File: src/rtl/tile_sequencer.sv
// tile_sequencer: walks C = A*W as a stream of tile descriptors.
// Dimensions M/K/N are software-programmed while idle. A start pulse then
// issues tiles in m-outer, n-middle, k-inner order over a valid/ready handshake.
module tile_sequencer #(
  parameter int SYS_ROWS = 16,
  parameter int SYS_COLS = 16,
  parameter int M_TILE   = 128,
  parameter int DIM_W    = 16
) (
  input  logic                         clk,
  input  logic                         rst,
  input  logic                         cfg_we,
  input  logic [1:0]                   cfg_addr,
  input  logic [DIM_W-1:0]             cfg_wdata,
  input  logic                         start,
  input  logic                         abort,
  input  logic                         tile_ready,
  output logic                         tile_valid,
  output logic [DIM_W-1:0]             tile_m_base,
  output logic [DIM_W-1:0]             tile_k_base,
  output logic [DIM_W-1:0]             tile_n_base,
  output logic [$clog2(M_TILE):0]      tile_m_len,
  output logic [$clog2(SYS_ROWS):0]    tile_k_len,
  output logic [$clog2(SYS_COLS):0]    tile_n_len,
  output logic                         tile_first_k,
  output logic                         tile_last_k,
  output logic                         tile_last,
  output logic                         busy,
  output logic                         done,
  output logic                         cfg_err
);
  localparam int MLW = $clog2(M_TILE) + 1;
  localparam int KLW = $clog2(SYS_ROWS) + 1;
  localparam int NLW = $clog2(SYS_COLS) + 1;
  // Extended steps: the end-of-dimension test must not wrap at 2^DIM_W-1.
  localparam logic [DIM_W:0]   M_STEP_X = (DIM_W+1)'(M_TILE);
  localparam logic [DIM_W:0]   K_STEP_X = (DIM_W+1)'(SYS_ROWS);
  localparam logic [DIM_W:0]   N_STEP_X = (DIM_W+1)'(SYS_COLS);
  localparam logic [DIM_W-1:0] M_STEP   = DIM_W'(M_TILE);
  localparam logic [DIM_W-1:0] K_STEP   = DIM_W'(SYS_ROWS);
  localparam logic [DIM_W-1:0] N_STEP   = DIM_W'(SYS_COLS);

  typedef enum logic {IDLE, ISSUE} state_t;

  typedef struct packed {
    logic [DIM_W-1:0] m_base;
    logic [DIM_W-1:0] k_base;
    logic [DIM_W-1:0] n_base;
    logic [MLW-1:0]   m_len;
    logic [KLW-1:0]   k_len;
    logic [NLW-1:0]   n_len;
    logic             first_k;
    logic             last_k;
    logic             last_n;
    logic             last_m;
    logic             last;
  } desc_t;

  state_t           state_q, state_d;
  desc_t            desc_q, desc_d;
  logic             valid_q, valid_d, busy_q, busy_d, done_q, done_d, err_q, err_d;
  logic [DIM_W-1:0] dim_m, dim_k, dim_n;
  logic [DIM_W-1:0] mb_n, kb_n, nb_n;
  logic             dims_ok;

  // Full descriptor (lengths and loop-end flags) for a given tile origin.
  function automatic desc_t make_desc(input logic [DIM_W-1:0] mb, kb, nb, dm, dk, dn);
    desc_t            d;
    logic [DIM_W-1:0] rm, rk, rn;
    rm        = dm - mb;
    rk        = dk - kb;
    rn        = dn - nb;
    d.m_base  = mb;
    d.k_base  = kb;
    d.n_base  = nb;
    d.m_len   = (rm >= M_STEP) ? MLW'(M_TILE)   : rm[MLW-1:0];
    d.k_len   = (rk >= K_STEP) ? KLW'(SYS_ROWS) : rk[KLW-1:0];
    d.n_len   = (rn >= N_STEP) ? NLW'(SYS_COLS) : rn[NLW-1:0];
    d.first_k = (kb == '0);
    d.last_k  = ({1'b0, kb} + K_STEP_X) >= {1'b0, dk};
    d.last_n  = ({1'b0, nb} + N_STEP_X) >= {1'b0, dn};
    d.last_m  = ({1'b0, mb} + M_STEP_X) >= {1'b0, dm};
    d.last    = d.last_k & d.last_n & d.last_m;
    return d;
  endfunction

  assign dims_ok = (dim_m != '0) && (dim_k != '0) && (dim_n != '0);

  // Dimension registers: writable only while idle, address 3 is a no-op.
  always_ff @(posedge clk or posedge rst) begin
    if (rst) begin
      dim_m <= '0;
      dim_k <= '0;
      dim_n <= '0;
    end else if (cfg_we && state_q == IDLE) begin
      case (cfg_addr)
        2'd0:    dim_m <= cfg_wdata;
        2'd1:    dim_k <= cfg_wdata;
        2'd2:    dim_n <= cfg_wdata;
        default: ;
      endcase
    end
  end

  // Next tile origin, k fastest then n then m. A base is only stepped when it
  // is not the last one, so the DIM_W-bit add never wraps.
  always_comb begin
    mb_n = desc_q.m_base;
    kb_n = desc_q.k_base + K_STEP;
    nb_n = desc_q.n_base;
    if (desc_q.last_k) begin
      kb_n = '0;
      nb_n = desc_q.n_base + N_STEP;
      if (desc_q.last_n) begin
        nb_n = '0;
        mb_n = desc_q.m_base + M_STEP;
      end
    end
  end

  // Next-state and registered-output values.
  always_comb begin
    state_d = state_q;
    desc_d  = desc_q;
    valid_d = valid_q;
    busy_d  = busy_q;
    done_d  = 1'b0;
    err_d   = err_q;
    case (state_q)
      IDLE: begin
        if (start) begin
          if (dims_ok) begin
            state_d = ISSUE;
            desc_d  = make_desc('0, '0, '0, dim_m, dim_k, dim_n);
            valid_d = 1'b1;
            busy_d  = 1'b1;
            err_d   = 1'b0;
          end else begin
            err_d   = 1'b1;
          end
        end
      end
      ISSUE: begin
        if (abort) begin
          state_d = IDLE;
          valid_d = 1'b0;
          busy_d  = 1'b0;
        end else if (valid_q && tile_ready) begin
          if (desc_q.last) begin
            state_d = IDLE;
            valid_d = 1'b0;
            busy_d  = 1'b0;
            done_d  = 1'b1;
          end else begin
            desc_d  = make_desc(mb_n, kb_n, nb_n, dim_m, dim_k, dim_n);
          end
        end
      end
      default: state_d = IDLE;
    endcase
  end

  // State and output registers.
  always_ff @(posedge clk or posedge rst) begin
    if (rst) begin
      state_q <= IDLE;
      desc_q  <= '0;
      valid_q <= 1'b0;
      busy_q  <= 1'b0;
      done_q  <= 1'b0;
      err_q   <= 1'b0;
    end else begin
      state_q <= state_d;
      desc_q  <= desc_d;
      valid_q <= valid_d;
      busy_q  <= busy_d;
      done_q  <= done_d;
      err_q   <= err_d;
    end
  end

  assign tile_valid   = valid_q;
  assign tile_m_base  = desc_q.m_base;
  assign tile_k_base  = desc_q.k_base;
  assign tile_n_base  = desc_q.n_base;
  assign tile_m_len   = desc_q.m_len;
  assign tile_k_len   = desc_q.k_len;
  assign tile_n_len   = desc_q.n_len;
  assign tile_first_k = desc_q.first_k;
  assign tile_last_k  = desc_q.last_k;
  assign tile_last    = desc_q.last;
  assign busy         = busy_q;
  assign done         = done_q;
  assign cfg_err      = err_q;
endmodule

File: config.mk
export PLATFORM = sky130hd
export DESIGN_NAME = tile_sequencer
export DESIGN_NICKNAME = d
export VERILOG_FILES = /design/src/rtl/tile_sequencer.sv
export SDC_FILE = /design/constraint.sdc
export NUM_CORES = 1
export LEC_CHECK = 0
export BUFFER_PORTS_ARGS = -buffer_cell sky130_fd_sc_hd__buf_2
export CAP_MARGIN = 0
export CORE_ASPECT_RATIO = 0.75
export CORE_MARGIN = 3
export CORE_UTILIZATION = 45
export CTS_BUF_LIST = sky130_fd_sc_hd__clkbuf_2
export DETAILED_ROUTE_END_ITERATION = 8
export PLACE_DENSITY_LB_ADDON = 0.2
export SLEW_MARGIN = 0
export SYNTH_ARGS = -nofsm -noshare
export SYNTH_HDL_FRONTEND = slang
export SYNTH_SLANG_ARGS = --single-unit
File: constraint.sdc
create_clock -name clk -period 9.6 [get_ports clk]
set_input_delay 0.48 -clock clk [delete_from_list [all_inputs] [get_ports clk]]
set_output_delay 0.48 -clock clk [all_outputs]
set_load 0.05 [all_outputs]
==> results.json <==
{
  "synthArstFlopShare_pct": 100,
  "cts-resized-gates": 0,
  "grt-busiest-layer": "met1",
  "dieWidth_um": 174,
  "yosys.area_share.adder_pct": 12.0,
  "cts_tree": "done",
  "tightest_slew_ps": 1030,
  "design.core.area_um2": 20500,
  "worst_clock_skew_ps": 39.3,
  "yosysUniqueCellTypes": 74,
  "synth_top_family_by_area": "simple AND/OR/NAND/NOR gates",
  "yosys_register_bits": 115,
  "setup_tns_ps": 0,
  "hold_violations": 0,
  "synth.most_common_cell": "nand2_1",
  "initial_utilization_pct": 46.5,
  "synth_top_area_cell": "dfrtp_1",
  "finalSetupViolCount": 0,
  "clock_sinks": 115,
  "synth-warning-count": 0,
  "wl_per_cell_um": 18.7,
  "end_kind": "register",
  "antenna_found_initial": 0,
  "place_congestion": 0.961,
  "antenna_cells": 0,
  "drt.antenna.violating_nets": 0,
  "dp.cells": 1434,
  "synth_cells": 1155,
  "overflow": 0,
  "io_pins": 97,
  "grt_pass1_vias": 7938,
  "root_buffer": "clkbuf_2",
  "worstPathArrival_ps": 5560,
  "die_area_um2": 23000,
  "synth_xor_area_share_pct": 6.31,
  "grt_util_met2_pct": 35.0,
  "rsz0062_at_grt": "no",
  "fmax_ghz": 0.202,
  "placementRows": 45,
  "dr_total_vias": 8462,
  "worstPathMaxFanout": 25,
  "powerDensity_nw_per_um2": 186,
  "clock_latency_ps": 740,
  "synth_area_um2": 9520,
  "route.detailed.drc": 0,
  "slew_headroom_pct": 31.2,
  "synth_mux_area_share_pct": 1.60,
  "vdd_ir_drop_max_mv": 0.0653,
  "fin_util_pct": 49.7,
  "routed_via_density": 5.71,
  "crit_type": "register to register",
  "synthFlopType": "dfrtp_1",
  "grt_max_degree": 78,
  "hp-class": "input pin to register",
  "clk_pin_slew_ps": 230,
  "grtUsageMet3_pct": 4.95,
  "syn_to_final_growth_pct": 6.98,
  "fin_crit_ps": 4960,
  "dr.pass1.iters": 8,
  "synth_top_area_share_pct": 30.2,
  "synth.top_cells.by_area": "dfrtp_1 (30%), ha_1 (12%), nand2_1 (5.6%)",
  "syn_avg_cell_area_um2": 8.24,
  "p_leak_nw": 4.60,
  "cts_made_buffers": 17,
  "maxCapViolCount": 0,
  "slew_viol_final": 0,
  "die_y_um": 132,
  "nets": 1300,
  "hpwlAfterDp_um": 21200,
  "outcome": "completed",
  "drive_above_1_share_pct": 13.3,
  "port_buffers": 89,
  "drt_first_iter_violations": 728,
  "synth_edf_count": 0,
  "drt_wl_total_um": 27800,
  "cts_buffer_depth": 2,
  "grt_first_pass_wirelength_um": 44300,
  "synthSimpleGateAreaFrac_pct": 20.4,
  "final_cells": 1481,
  "cts_max_level": 4,
  "grtUsageMet1_pct": 36.6,
  "yosysSeqAreaShare_pct": 30.2,
  "synth_compound_area_share_pct": 19.4,
  "synth_common_cells": "nand2_1 (141), dfrtp_1 (115), ha_1 (88), o21ai_0 (82), inv_1 (78)",
  "grt_usage_pct": 24.0,
  "period_share_pct": 51.6,
  "crit_path_start_kind": "register",
  "required_ps": 10200
}
metal layers:
| layer | vias to the layer above | wire [um] |
|---|---|---|
| met5 | - | 0 |
| met4 | 0 | 442 |
| met3 | 48 | 1940 |
| met2 | 298 | 11500 |
| met1 | 3992 | 13900 |
| li1 | 4124 | - |
area by class of cell:
cell class	instances	area, um2
Clock buffer	17	85.1
Sequential cell	115	2880
Clock inverter	15	150
Fill cell	2053	10300
Inverter	79	299
Tap cell	282	353
Timing Repair Buffer	112	656
Multi-Input combinational cell	861	5770
sequential cells by signal, summed over array words and instances, names as in the netlist:
name and count:
tile_last 1, dim_n 16, tile_k_base 16, tile_n_base 16, tile_m_len 8, state_q 1
tile_first_k 1, dim_k 16, tile_m_base 9, tile_k_len 5, tile_n_len 5, dim_m 16
busy 1, desc_q 1, done 1, tile_last_k 1, cfg_err 1
stage by stage:
stage | hold slack (ps) | setup slack [ps] | instance area, um2 | total power (W)
2_1_floorplan | 450 | 5600 | 9550 | 0.00132
3_3_place_gp | 467 | 4880 | 9800 | 0.00154
3_5_place_dp | 471 | 4750 | 9800 | 0.00154
4_1_cts | 1.63 | 4680 | 10200 | 0.00188
5_1_grt | 3.28 | 4200 | 10200 | 0.00203
6_report | 33.7 | 4640 | 10200 | 0.00189
what timing repair did:
action                    in CTS  in global routing
hold endpoints to repair      56                  1
hold buffers                  14                  1
setup buffers                  0                  0
worst paths after layout:
kind	to	cells past startpoint	from	slack (ps)
setup / recovery	tile_last	18	tile_last_k	4640
hold / removal	dim_m[8]	3	cfg_wdata[8]	30
setup reg to reg	tile_last	18	tile_last_k	4640
hold reg to reg	tile_m_len[3]	2	tile_m_len[3]	510
max in group asynchronous	dim_k[8]	4	rst	7900
min in group asynchronous	tile_k_base[1]	3	rst	280
logic make-up (layout without fill, tap and decap cells):
kind of cell / Yosys count / count (layout)
adders and majority gates: 90 / 90
other: 2 / 9
AOI/OAI and AO/OA: 291 / 291
DFF: 115 / 115
xor gates and xnor gates: 67 / 67
muxes: 14 / 14
and+or+nand+nor: 390 / 390
buffers and inverters: 186 / 223
worst max-delay path, stage by stage, from the launching register on:
cell	delay [ps]
dfrtp_1	920
clkinv_1	750
a21oi_1	600
inv_1	90
ha_1	220
nand2b_1	120
nor3_1	70
nand2_1	140
nor3_1	90
xnor2_1	160
ha_1	330
nand3_1	80
a21boi_0	80
o2111ai_1	190
a21oi_1	100
a211oi_1	220
o211ai_1	130
a221oi_1	420
o31ai_1	140
power breakdown:
group,leakage (nW),switching (W),internal [W]
registers,1.49,0.0000974,0.000562
logic,2.98,0.000556,0.000342
clock network,0.129,0.000232,0.000101
cells in the final DEF (no fill, tap or decap), types with 14 or more instances in the layout:
cell / synthesis / layout
a21oi_1: 60 / 60
and3_1: 17 / 17
buf_2: 4 / 89
clkbuf_2: 0 / 17
dfrtp_1: 115 / 115
dlygate4sd3_1: 0 / 15
ha_1: 88 / 88
inv_1: 78 / 77
nand2_1: 141 / 141
nand2b_1: 14 / 14
nand3_1: 29 / 28
nand4_1: 22 / 22
nor2_1: 55 / 54
nor2b_1: 16 / 16
nor3_1: 32 / 32
nor4_1: 18 / 17
o21ai_0: 82 / 82
o22ai_1: 29 / 29
xnor2_1: 38 / 38
xor2_1: 28 / 28
Power figures use the tool's default switching activity.
